$ cat src/rtl/ex_stage_md_if.sv
`default_nettype none
// ============================================================================
// Module      : ex_stage_md_if
// Description : ID/EX -> EX/MEM bundle for the execute stage. The master side
//               is the pipeline (drives id_* and pipeline control); the slave
//               side is ex_stage_md.
// Revision    : 1.0  initial release
// ============================================================================
interface ex_stage_md_if #(
  parameter int DATA_W = 32,
  parameter int PC_W   = 30
);
  // ID/EX side
  logic [PC_W-1:0]   id_pc;
  logic              id_en;
  logic [3:0]        id_alu_op;
  logic [DATA_W-1:0] id_alu_in_0;
  logic [DATA_W-1:0] id_alu_in_1;
  logic              id_br_flag;
  logic              id_gpr_we_;
  logic [1:0]        id_mem_op;
  logic [1:0]        id_ctrl_op;
  logic [4:0]        id_dst_addr;
  logic [2:0]        id_exp_code;
  logic [DATA_W-1:0] id_mem_wr_data;
  // pipeline control
  logic              stall;
  logic              flush;
  logic              int_detect;
  // combinational outputs
  logic [DATA_W-1:0] fwd_data;
  logic              ex_busy;
  // EX/MEM register
  logic [PC_W-1:0]   ex_pc;
  logic              ex_en;
  logic              ex_br_flag;
  logic [1:0]        ex_mem_op;
  logic [DATA_W-1:0] ex_mem_wr_data;
  logic [1:0]        ex_ctrl_op;
  logic [4:0]        ex_dst_addr;
  logic              ex_gpr_we_;
  logic [2:0]        ex_exp_code;
  logic [DATA_W-1:0] ex_out;

  modport master (
    output id_pc, id_en, id_alu_op, id_alu_in_0, id_alu_in_1, id_br_flag,
           id_gpr_we_, id_mem_op, id_ctrl_op, id_dst_addr, id_exp_code,
           id_mem_wr_data, stall, flush, int_detect,
    input  fwd_data, ex_busy, ex_pc, ex_en, ex_br_flag, ex_mem_op,
           ex_mem_wr_data, ex_ctrl_op, ex_dst_addr, ex_gpr_we_, ex_exp_code,
           ex_out
  );

  modport slave (
    input  id_pc, id_en, id_alu_op, id_alu_in_0, id_alu_in_1, id_br_flag,
           id_gpr_we_, id_mem_op, id_ctrl_op, id_dst_addr, id_exp_code,
           id_mem_wr_data, stall, flush, int_detect,
    output fwd_data, ex_busy, ex_pc, ex_en, ex_br_flag, ex_mem_op,
           ex_mem_wr_data, ex_ctrl_op, ex_dst_addr, ex_gpr_we_, ex_exp_code,
           ex_out
  );
endinterface
`default_nettype wire

$ cat src/rtl/ex_stage_md.sv
`default_nettype none
// ============================================================================
// Module      : ex_stage_md
// Description : Execute stage. Single-cycle ALU, iterative unsigned
//               multiply (shift-add) / divide (restoring) unit taking
//               DATA_W+1 busy cycles, and the EX/MEM pipeline register with
//               stall / flush / interrupt handling.
// Revision    : 1.0  initial release
// ============================================================================
module ex_stage_md #(
  parameter int DATA_W = 32,
  parameter int PC_W   = 30,
  parameter bit MD_EN  = 1'b1
) (
  input  logic         clk,
  input  logic         reset,
  ex_stage_md_if.slave bus
);
  localparam int SH_W  = $clog2(DATA_W);
  localparam int CNT_W = (SH_W > 5) ? SH_W : 5;

  localparam logic [3:0] OP_ADDS  = 4'd1;
  localparam logic [3:0] OP_ADDU  = 4'd2;
  localparam logic [3:0] OP_SUBS  = 4'd3;
  localparam logic [3:0] OP_SUBU  = 4'd4;
  localparam logic [3:0] OP_AND   = 4'd5;
  localparam logic [3:0] OP_OR    = 4'd6;
  localparam logic [3:0] OP_XOR   = 4'd7;
  localparam logic [3:0] OP_SHRL  = 4'd8;
  localparam logic [3:0] OP_SHLL  = 4'd9;
  localparam logic [3:0] OP_MULU  = 4'd10;
  localparam logic [3:0] OP_MULHU = 4'd11;
  localparam logic [3:0] OP_REMU  = 4'd13;

  typedef enum logic [1:0] {
    ST_IDLE = 2'd0,
    ST_BUSY = 2'd1,
    ST_DONE = 2'd2
  } md_state_e;

  md_state_e           state_q, state_d;
  logic [CNT_W-1:0]    cnt_q, cnt_d;
  logic [3:0]          op_q;
  logic [DATA_W-1:0]   b_q;
  logic [2*DATA_W-1:0] prod_q;
  logic [DATA_W-1:0]   rem_q;
  logic [DATA_W-1:0]   quo_q;

  logic [DATA_W-1:0]   a, b;
  logic [SH_W-1:0]     shamt;
  logic [DATA_W-1:0]   alu_res;
  logic                alu_ovf;
  logic                is_md, abort, launch, busy;
  logic [DATA_W:0]     mul_sum;
  logic [DATA_W:0]     rem_sh, rem_sub;
  logic                rem_ge;
  logic [DATA_W-1:0]   md_res;
  logic [DATA_W-1:0]   res;
  logic [2:0]          exp_code;

  assign a      = bus.id_alu_in_0;
  assign b      = bus.id_alu_in_1;
  assign shamt  = b[SH_W-1:0];
  assign is_md  = (bus.id_alu_op >= OP_MULU) && (bus.id_alu_op <= OP_REMU);
  // stall outranks flush/interrupt: an abort only happens on a non-stalled edge
  assign abort  = (bus.flush | bus.int_detect) & ~bus.stall;
  assign launch = (state_q == ST_IDLE) & bus.id_en & is_md & MD_EN &
                  ~bus.stall & ~bus.flush & ~bus.int_detect;
  assign busy   = launch | (state_q == ST_BUSY);

  assign bus.ex_busy  = busy;
  assign bus.fwd_data = res;

  // Single-cycle ALU with signed-overflow detection for ADDS/SUBS
  always_comb begin
    alu_res = a;
    alu_ovf = 1'b0;
    case (bus.id_alu_op)
      OP_ADDS: begin
        alu_res = a + b;
        alu_ovf = (a[DATA_W-1] == b[DATA_W-1]) && (alu_res[DATA_W-1] != a[DATA_W-1]);
      end
      OP_ADDU: alu_res = a + b;
      OP_SUBS: begin
        alu_res = a - b;
        alu_ovf = (a[DATA_W-1] != b[DATA_W-1]) && (alu_res[DATA_W-1] != a[DATA_W-1]);
      end
      OP_SUBU: alu_res = a - b;
      OP_AND:  alu_res = a & b;
      OP_OR:   alu_res = a | b;
      OP_XOR:  alu_res = a ^ b;
      OP_SHRL: alu_res = a >> shamt;
      OP_SHLL: alu_res = a << shamt;
      default: alu_res = a;
    endcase
  end

  // One multiply step adds the multiplicand when the product LSB is set; one
  // divide step trial-subtracts the divisor from the shifted remainder. The
  // borrow bit of the trial subtraction decides the quotient bit. A zero
  // divisor never borrows, giving all-ones quotient and remainder = dividend.
  assign mul_sum = {1'b0, prod_q[2*DATA_W-1:DATA_W]} + {1'b0, b_q & {DATA_W{prod_q[0]}}};
  assign rem_sh  = {rem_q, quo_q[DATA_W-1]};
  assign rem_sub = rem_sh - {1'b0, b_q};
  assign rem_ge  = ~rem_sub[DATA_W];

  // MUL/DIV datapath: operands latched at launch, one iteration per BUSY cycle
  always_ff @(posedge clk or negedge reset) begin
    if (!reset) begin
      op_q   <= '0;
      b_q    <= '0;
      prod_q <= '0;
      rem_q  <= '0;
      quo_q  <= '0;
    end else if (launch) begin
      op_q   <= bus.id_alu_op;
      b_q    <= b;
      prod_q <= {{DATA_W{1'b0}}, a};
      rem_q  <= '0;
      quo_q  <= a;
    end else if (state_q == ST_BUSY) begin
      prod_q <= {mul_sum, prod_q[DATA_W-1:1]};
      rem_q  <= rem_ge ? rem_sub[DATA_W-1:0] : rem_sh[DATA_W-1:0];
      quo_q  <= {quo_q[DATA_W-2:0], rem_ge};
    end
  end

  // Pick the finished MUL/DIV result according to the latched op
  always_comb begin
    md_res = quo_q;
    case (op_q)
      OP_MULU:  md_res = prod_q[DATA_W-1:0];
      OP_MULHU: md_res = prod_q[2*DATA_W-1:DATA_W];
      OP_REMU:  md_res = rem_q;
      default:  md_res = quo_q;
    endcase
  end

  // Result and exception code that the EX/MEM register would load
  always_comb begin
    res      = alu_res;
    exp_code = bus.id_exp_code;
    if (is_md) begin
      res = MD_EN ? md_res : '0;
      if (!MD_EN) exp_code = 3'h2;
    end else if (bus.id_en && alu_ovf) begin
      exp_code = 3'h3;
    end
  end

  // MUL/DIV sequencer next-state: IDLE -> BUSY (DATA_W iterations) -> DONE
  always_comb begin
    state_d = state_q;
    cnt_d   = cnt_q;
    case (state_q)
      ST_IDLE: begin
        if (launch) begin
          state_d = ST_BUSY;
          cnt_d   = CNT_W'(DATA_W - 1);
        end
      end
      ST_BUSY: begin
        if (cnt_q == '0) state_d = ST_DONE;
        else             cnt_d   = cnt_q - 1'b1;
      end
      ST_DONE: begin
        if (!bus.stall) state_d = ST_IDLE;
      end
      default: state_d = ST_IDLE;
    endcase
    if (abort) state_d = ST_IDLE;
  end

  // Sequencer state register
  always_ff @(posedge clk or negedge reset) begin
    if (!reset) begin
      state_q <= ST_IDLE;
      cnt_q   <= '0;
    end else begin
      state_q <= state_d;
      cnt_q   <= cnt_d;
    end
  end

  // EX/MEM register: stall holds, flush/interrupt/busy insert a bubble
  always_ff @(posedge clk or negedge reset) begin
    if (!reset) begin
      bus.ex_pc          <= '0;
      bus.ex_en          <= 1'b0;
      bus.ex_br_flag     <= 1'b0;
      bus.ex_mem_op      <= '0;
      bus.ex_mem_wr_data <= '0;
      bus.ex_ctrl_op     <= '0;
      bus.ex_dst_addr    <= '0;
      bus.ex_gpr_we_     <= 1'b1;
      bus.ex_exp_code    <= '0;
      bus.ex_out         <= '0;
    end else if (!bus.stall) begin
      if (bus.flush || bus.int_detect || busy) begin
        bus.ex_pc          <= '0;
        bus.ex_en          <= 1'b0;
        bus.ex_br_flag     <= 1'b0;
        bus.ex_mem_op      <= '0;
        bus.ex_mem_wr_data <= '0;
        bus.ex_ctrl_op     <= '0;
        bus.ex_dst_addr    <= '0;
        bus.ex_gpr_we_     <= 1'b1;
        bus.ex_exp_code    <= '0;
        bus.ex_out         <= '0;
      end else begin
        bus.ex_pc          <= bus.id_pc;
        bus.ex_en          <= bus.id_en;
        bus.ex_br_flag     <= bus.id_br_flag;
        bus.ex_mem_op      <= bus.id_mem_op;
        bus.ex_mem_wr_data <= bus.id_mem_wr_data;
        bus.ex_ctrl_op     <= bus.id_ctrl_op;
        bus.ex_dst_addr    <= bus.id_dst_addr;
        bus.ex_gpr_we_     <= bus.id_gpr_we_;
        bus.ex_exp_code    <= exp_code;
        bus.ex_out         <= res;
      end
    end
  end
endmodule
`default_nettype wire

$ cat src/flat_wrapper.sv
// flat-port wrapper written by rule: the top's interface ports become plain ports
module ex_stage_md_flat 
#(
  parameter int DATA_W = 32,
  parameter int PC_W   = 30,
  parameter bit MD_EN  = 1'b1
)
  (clk, reset, bus_id_pc, bus_id_en, bus_id_alu_op, bus_id_alu_in_0, bus_id_alu_in_1, bus_id_br_flag, bus_id_gpr_we_, bus_id_mem_op, bus_id_ctrl_op, bus_id_dst_addr, bus_id_exp_code, bus_id_mem_wr_data, bus_stall, bus_flush, bus_int_detect, bus_fwd_data, bus_ex_busy, bus_ex_pc, bus_ex_en, bus_ex_br_flag, bus_ex_mem_op, bus_ex_mem_wr_data, bus_ex_ctrl_op, bus_ex_dst_addr, bus_ex_gpr_we_, bus_ex_exp_code, bus_ex_out);
  ex_stage_md_if #(.DATA_W(DATA_W), .PC_W(PC_W)) bus_i ();
  input  logic clk;
  input  logic reset;
  input wire logic [$bits(bus_i.id_pc)-1:0] bus_id_pc;
  input wire logic [$bits(bus_i.id_en)-1:0] bus_id_en;
  input wire logic [$bits(bus_i.id_alu_op)-1:0] bus_id_alu_op;
  input wire logic [$bits(bus_i.id_alu_in_0)-1:0] bus_id_alu_in_0;
  input wire logic [$bits(bus_i.id_alu_in_1)-1:0] bus_id_alu_in_1;
  input wire logic [$bits(bus_i.id_br_flag)-1:0] bus_id_br_flag;
  input wire logic [$bits(bus_i.id_gpr_we_)-1:0] bus_id_gpr_we_;
  input wire logic [$bits(bus_i.id_mem_op)-1:0] bus_id_mem_op;
  input wire logic [$bits(bus_i.id_ctrl_op)-1:0] bus_id_ctrl_op;
  input wire logic [$bits(bus_i.id_dst_addr)-1:0] bus_id_dst_addr;
  input wire logic [$bits(bus_i.id_exp_code)-1:0] bus_id_exp_code;
  input wire logic [$bits(bus_i.id_mem_wr_data)-1:0] bus_id_mem_wr_data;
  input wire logic [$bits(bus_i.stall)-1:0] bus_stall;
  input wire logic [$bits(bus_i.flush)-1:0] bus_flush;
  input wire logic [$bits(bus_i.int_detect)-1:0] bus_int_detect;
  output wire logic [$bits(bus_i.fwd_data)-1:0] bus_fwd_data;
  output wire logic [$bits(bus_i.ex_busy)-1:0] bus_ex_busy;
  output wire logic [$bits(bus_i.ex_pc)-1:0] bus_ex_pc;
  output wire logic [$bits(bus_i.ex_en)-1:0] bus_ex_en;
  output wire logic [$bits(bus_i.ex_br_flag)-1:0] bus_ex_br_flag;
  output wire logic [$bits(bus_i.ex_mem_op)-1:0] bus_ex_mem_op;
  output wire logic [$bits(bus_i.ex_mem_wr_data)-1:0] bus_ex_mem_wr_data;
  output wire logic [$bits(bus_i.ex_ctrl_op)-1:0] bus_ex_ctrl_op;
  output wire logic [$bits(bus_i.ex_dst_addr)-1:0] bus_ex_dst_addr;
  output wire logic [$bits(bus_i.ex_gpr_we_)-1:0] bus_ex_gpr_we_;
  output wire logic [$bits(bus_i.ex_exp_code)-1:0] bus_ex_exp_code;
  output wire logic [$bits(bus_i.ex_out)-1:0] bus_ex_out;
  assign bus_i.id_pc = bus_id_pc;
  assign bus_i.id_en = bus_id_en;
  assign bus_i.id_alu_op = bus_id_alu_op;
  assign bus_i.id_alu_in_0 = bus_id_alu_in_0;
  assign bus_i.id_alu_in_1 = bus_id_alu_in_1;
  assign bus_i.id_br_flag = bus_id_br_flag;
  assign bus_i.id_gpr_we_ = bus_id_gpr_we_;
  assign bus_i.id_mem_op = bus_id_mem_op;
  assign bus_i.id_ctrl_op = bus_id_ctrl_op;
  assign bus_i.id_dst_addr = bus_id_dst_addr;
  assign bus_i.id_exp_code = bus_id_exp_code;
  assign bus_i.id_mem_wr_data = bus_id_mem_wr_data;
  assign bus_i.stall = bus_stall;
  assign bus_i.flush = bus_flush;
  assign bus_i.int_detect = bus_int_detect;
  assign bus_fwd_data = bus_i.fwd_data;
  assign bus_ex_busy = bus_i.ex_busy;
  assign bus_ex_pc = bus_i.ex_pc;
  assign bus_ex_en = bus_i.ex_en;
  assign bus_ex_br_flag = bus_i.ex_br_flag;
  assign bus_ex_mem_op = bus_i.ex_mem_op;
  assign bus_ex_mem_wr_data = bus_i.ex_mem_wr_data;
  assign bus_ex_ctrl_op = bus_i.ex_ctrl_op;
  assign bus_ex_dst_addr = bus_i.ex_dst_addr;
  assign bus_ex_gpr_we_ = bus_i.ex_gpr_we_;
  assign bus_ex_exp_code = bus_i.ex_exp_code;
  assign bus_ex_out = bus_i.ex_out;
  ex_stage_md #(.DATA_W(DATA_W), .PC_W(PC_W), .MD_EN(MD_EN)) u_core (.clk(clk), .reset(reset), .bus(bus_i));
endmodule
$ cat config.mk
export PLATFORM = sky130hd
export DESIGN_NAME = ex_stage_md_flat
export DESIGN_NICKNAME = d
export VERILOG_FILES = /design/src/rtl/ex_stage_md_if.sv /design/src/rtl/ex_stage_md.sv /design/src/flat_wrapper.sv
export SDC_FILE = /design/constraint.sdc
export NUM_CORES = 1
export LEC_CHECK = 0
export CAP_MARGIN = 30
export CELL_PAD_IN_SITES_DETAIL_PLACEMENT = 0
export CELL_PAD_IN_SITES_GLOBAL_PLACEMENT = 1
export CORE_MARGIN = 10
export CORE_UTILIZATION = 44
export CTS_BUF_LIST = sky130_fd_sc_hd__clkbuf_16
export DETAILED_ROUTE_END_ITERATION = 16
export GPL_TIMING_DRIVEN = 0
export PLACE_DENSITY_LB_ADDON = 0.1
export SYNTH_ARGS = -nofsm -noshare
export SYNTH_HDL_FRONTEND = slang
export SYNTH_SLANG_ARGS = --single-unit
$ cat constraint.sdc
create_clock -name clk -period 7.89 [get_ports clk]
set_input_delay 1.578 -clock clk [delete_from_list [all_inputs] [get_ports clk]]
set_output_delay 1.578 -clock clk [all_outputs]
set_load 0.03 [all_outputs]
==> results.toml <==
[run_status]
status = "finished clean"

[power_and_ir_drop]
p_total_uw = 7455
p_per_area_nw_per_um2 = 255.9
power_leakage_uw = 0.01266
peakVddDrop_mv = 0.2182

[timing]
fmax_mhz = 126.9
setup_viol_count_final = 0
finClkSkew_ns = 0.03111
maxSlewHeadroom = 0.2769
finalHoldViolCount = 0
period_share = 0.9991
layout_min_cycle_time_ns = 7.883
tightest_slew_ns = 1.085
holdWs_ns = 0.4747
drv_slew = 0

[synthesis]
synthesis.area_um2 = 23980
synth.largest_area_cell = "dfrtp_1"
synth_top_family_by_area = "compound AO/OA/AOI/OAI gates"
synthTopCellsByArea = "dfrtp_1 (29%), ha_1 (9.0%), mux4_2 (5.9%)"
ys_async_sr_fraction = 1.000
synth-compound-area-share = 0.2860
synth-seq-cells = 280
netlist.area_leader.share = 0.2912
synth-seq-area-share = 0.2923
yosys.area_share.simple = 0.1331
synthMuxAreaShare = 0.1159
syn_nets = 3065
synthXorXnorAreaFrac = 0.02369
synth_edf_count = 0
netlist_instances = 2739
synthFlopType = "dfrtp_1"
ys_warn_count = 0
synth_fa_ha_area_frac = 0.09310
synth.distinct_cells = 94
syn_avg_cell_area_um2 = 8.754

[global_routing]
grtUsageTotal = 0.3524
grt_max_degree = 118
antenna_found_initial = 2
overflow = 0
grt_pass1_vias = 24770
grt_pass1_wl_um = 168200

[final_layout]
nNetsFinal = 3395
mostFrequentLayoutCell = "dfrtp_1"
design_area_um2 = 29130
drive_gt1_frac = 0.07752
final_cell_mix = "dfrtp_1 (279), clkdlybuf4s50_1 (263), o21ai_0 (234), nor2_1 (222), nand2_1 (217)"
fin_cells = 3795
area_growth_syn_to_layout_pct = 21.49

[clock_network]
cts_tree = "yes"
clock_sinks = 280
clockBufferDepth = 3
cts.htree.levels = 2
clk_pin_slew_worst_paths_ns = 0.06
insertion_delay_ns = 0.58
cts_hold_buf = 0
cts-root-buf = "clkbuf_16"
cts_inserted_buffers = 35

[setup_path]
cp_data_required_time_ns = 6.31
crit_type = "input port to primary output"
endpoint_kind = "primary output"
arrival_ns = 6.31
worstPathMaxFanout = 11
critPathLaunchType = "input port"

[floorplan]
placementRows = 85
start_util = 0.4447
pin_count = 292
die-area_um2 = 64230
die_w_um = 253.4
die_height_um = 253.4
core_um2 = 53920

[place]
placed_area_um2 = 27830
gp_routability_congestion = 1.015
io_buffers = 288
dp_cells = 3728
dpl.hpwl_um = 93840

[routing]
drt_first_pass_iters = 6
vias_per_cell = 6.683
route.vias.total = 25360
drc = 0
routedWlPerCell_um = 30.75
dr.first_iter.drc_count = 2843
finalWirelength_um = 116700
postRouteAntennaNets = 0

[hold_path]
hold_path.class = "flop to flop"

[flow_run]
maxCapViolCount = 0
logic make-up (layout without fill, tap and decap cells):
| kind of cell | after synthesis | count (layout) |
|---|---|---|
| AO/OA/AOI/OAI | 982 | 982 |
| AND/OR/NAND/NOR | 698 | 698 |
| buffers and inverters | 344 | 701 |
| flip-flops | 280 | 280 |
| multiplexers | 195 | 195 |
| adder cells (fa/ha/maj) | 176 | 176 |
| XOR/XNOR | 64 | 64 |
| other | 0 | 3 |
layer usage:
| layer | share of wire | global-route usage |
|---|---|---|
| met3 | 0.092 | 0.05957 |
| met5 | 0 | 0 |
| met1 | 0.38 | 0.4378 |
| met2 | 0.47 | 0.5710 |
| met4 | 0.063 | 0.2006 |
power by group:
part | switching [uW] | total, uW | leakage [uW] | internal (uW)
Clock | 699 | 1550 | 0.000543 | 853
Sequential | 397 | 2190 | 0.00363 | 1790
Combinational | 2190 | 3710 | 0.00849 | 1530
Total | 3280 | 7450 | 0.0127 | 4170
Yosys cell counts, drive strengths merged (23+ instances only):
master,count
nand3,56
ha,172
inv,147
o21bai,24
o22ai,34
clkbuf,154
and2,46
a211oi,24
a221oi,46
nor3,40
a21oi,177
xnor2,45
dfrtp,279
o21ai,244
nor2,223
a221o,83
o211ai,23
mux4,63
nand2,217
mux2i,101
a22o,107
buf,43
a21o,40
mux2,31
state kept, by name, summed over array words and instances, names as in the netlist:
| name | flops |
|---|---|
| u_core.bus.ex_mem_wr_data | 32 |
| u_core.state_q | 2 |
| u_core.quo_q | 32 |
| u_core.prod_q | 64 |
| u_core.bus.ex_exp_code | 3 |
| u_core.bus.ex_mem_op | 2 |
| u_core.bus.ex_ctrl_op | 2 |
| u_core.bus.ex_dst_addr | 5 |
| u_core.bus.ex_br_flag | 1 |
| u_core.bus.ex_out | 32 |
| u_core.rem_q | 32 |
| u_core.op_q | 4 |
| u_core.bus.ex_pc | 30 |
| u_core.cnt_q | 5 |
| u_core.bus.ex_gpr_we_ | 1 |
| u_core.b_q | 32 |
| u_core.bus.ex_en | 1 |
timing repair:
item,CTS,global route
gates cloned,0,0
pin swaps,2,2
setup endpoints to repair,30,23
buffers inserted,1,0
resized for setup,61,23
layout make-up:
type | instances | area [um^2]
fill | 4949 | 24790
buffer | 196 | 809.5
clock buffer | 35 | 875.8
multi-input combinational | 2115 | 15820
tap | 696 | 870.8
sequential | 280 | 7008
antenna | 3 | 7.507
timing repair buffer | 294 | 2983
inverter | 147 | 551.8
clock inverter | 29 | 205.2
stage by stage:
stage	utilization	worst slack (ns)	setup TNS [ns]
6_report	0.5402	0.006942	0
2_1_floorplan	-	0.9700	0
4_1_cts	0.5382	-0.01620	-0.01620
3_3_place_gp	0.5143	-6.680	-1885.92
3_5_place_dp	0.5160	-2.042	-39.03
5_1_grt	0.5401	-0.04258	-0.04393
worst max-delay path, cell delays in order:
cell and delay (ns):
clkdlybuf4s50_1 0.49, buf_4 0.23, buf_4 0.21, inv_1 0.27, buf_2 0.50, ha_1 0.26, nand2_1 0.06, o21ai_0 0.13
mux2i_1 0.21, o21ai_1 0.53, a211o_1 0.31, nor2_1 0.05, o21ai_0 0.09, a21oi_1 0.07, o32ai_1 0.54, clkdlybuf4s50_1 0.78
final timing paths:
path	startpoint	endpoint	slack, ns	depth (start not counted)
max in group asynchronous	reset	u_core.bus.ex_mem_wr_data[28]$_DFFE_PN0N_	5.93	2
setup reg to reg	u_core.quo_q[31]$_DFFE_PN0P_	u_core.rem_q[3]$_DFFE_PN0P_	3.23	14
hold / removal	u_core.bus.ex_gpr_we_$_DFFE_PN1N_	u_core.bus.ex_gpr_we_$_DFFE_PN1N_	0.47	2
setup / recovery	bus_id_alu_in_1[0]	bus_fwd_data[10]	0.007	16
hold reg to reg	u_core.bus.ex_gpr_we_$_DFFE_PN1N_	u_core.bus.ex_gpr_we_$_DFFE_PN1N_	0.47	2
min in group asynchronous	reset	u_core.rem_q[6]$_DFFE_PN0P_	0.91	1
Power figures use the tool's default switching activity.
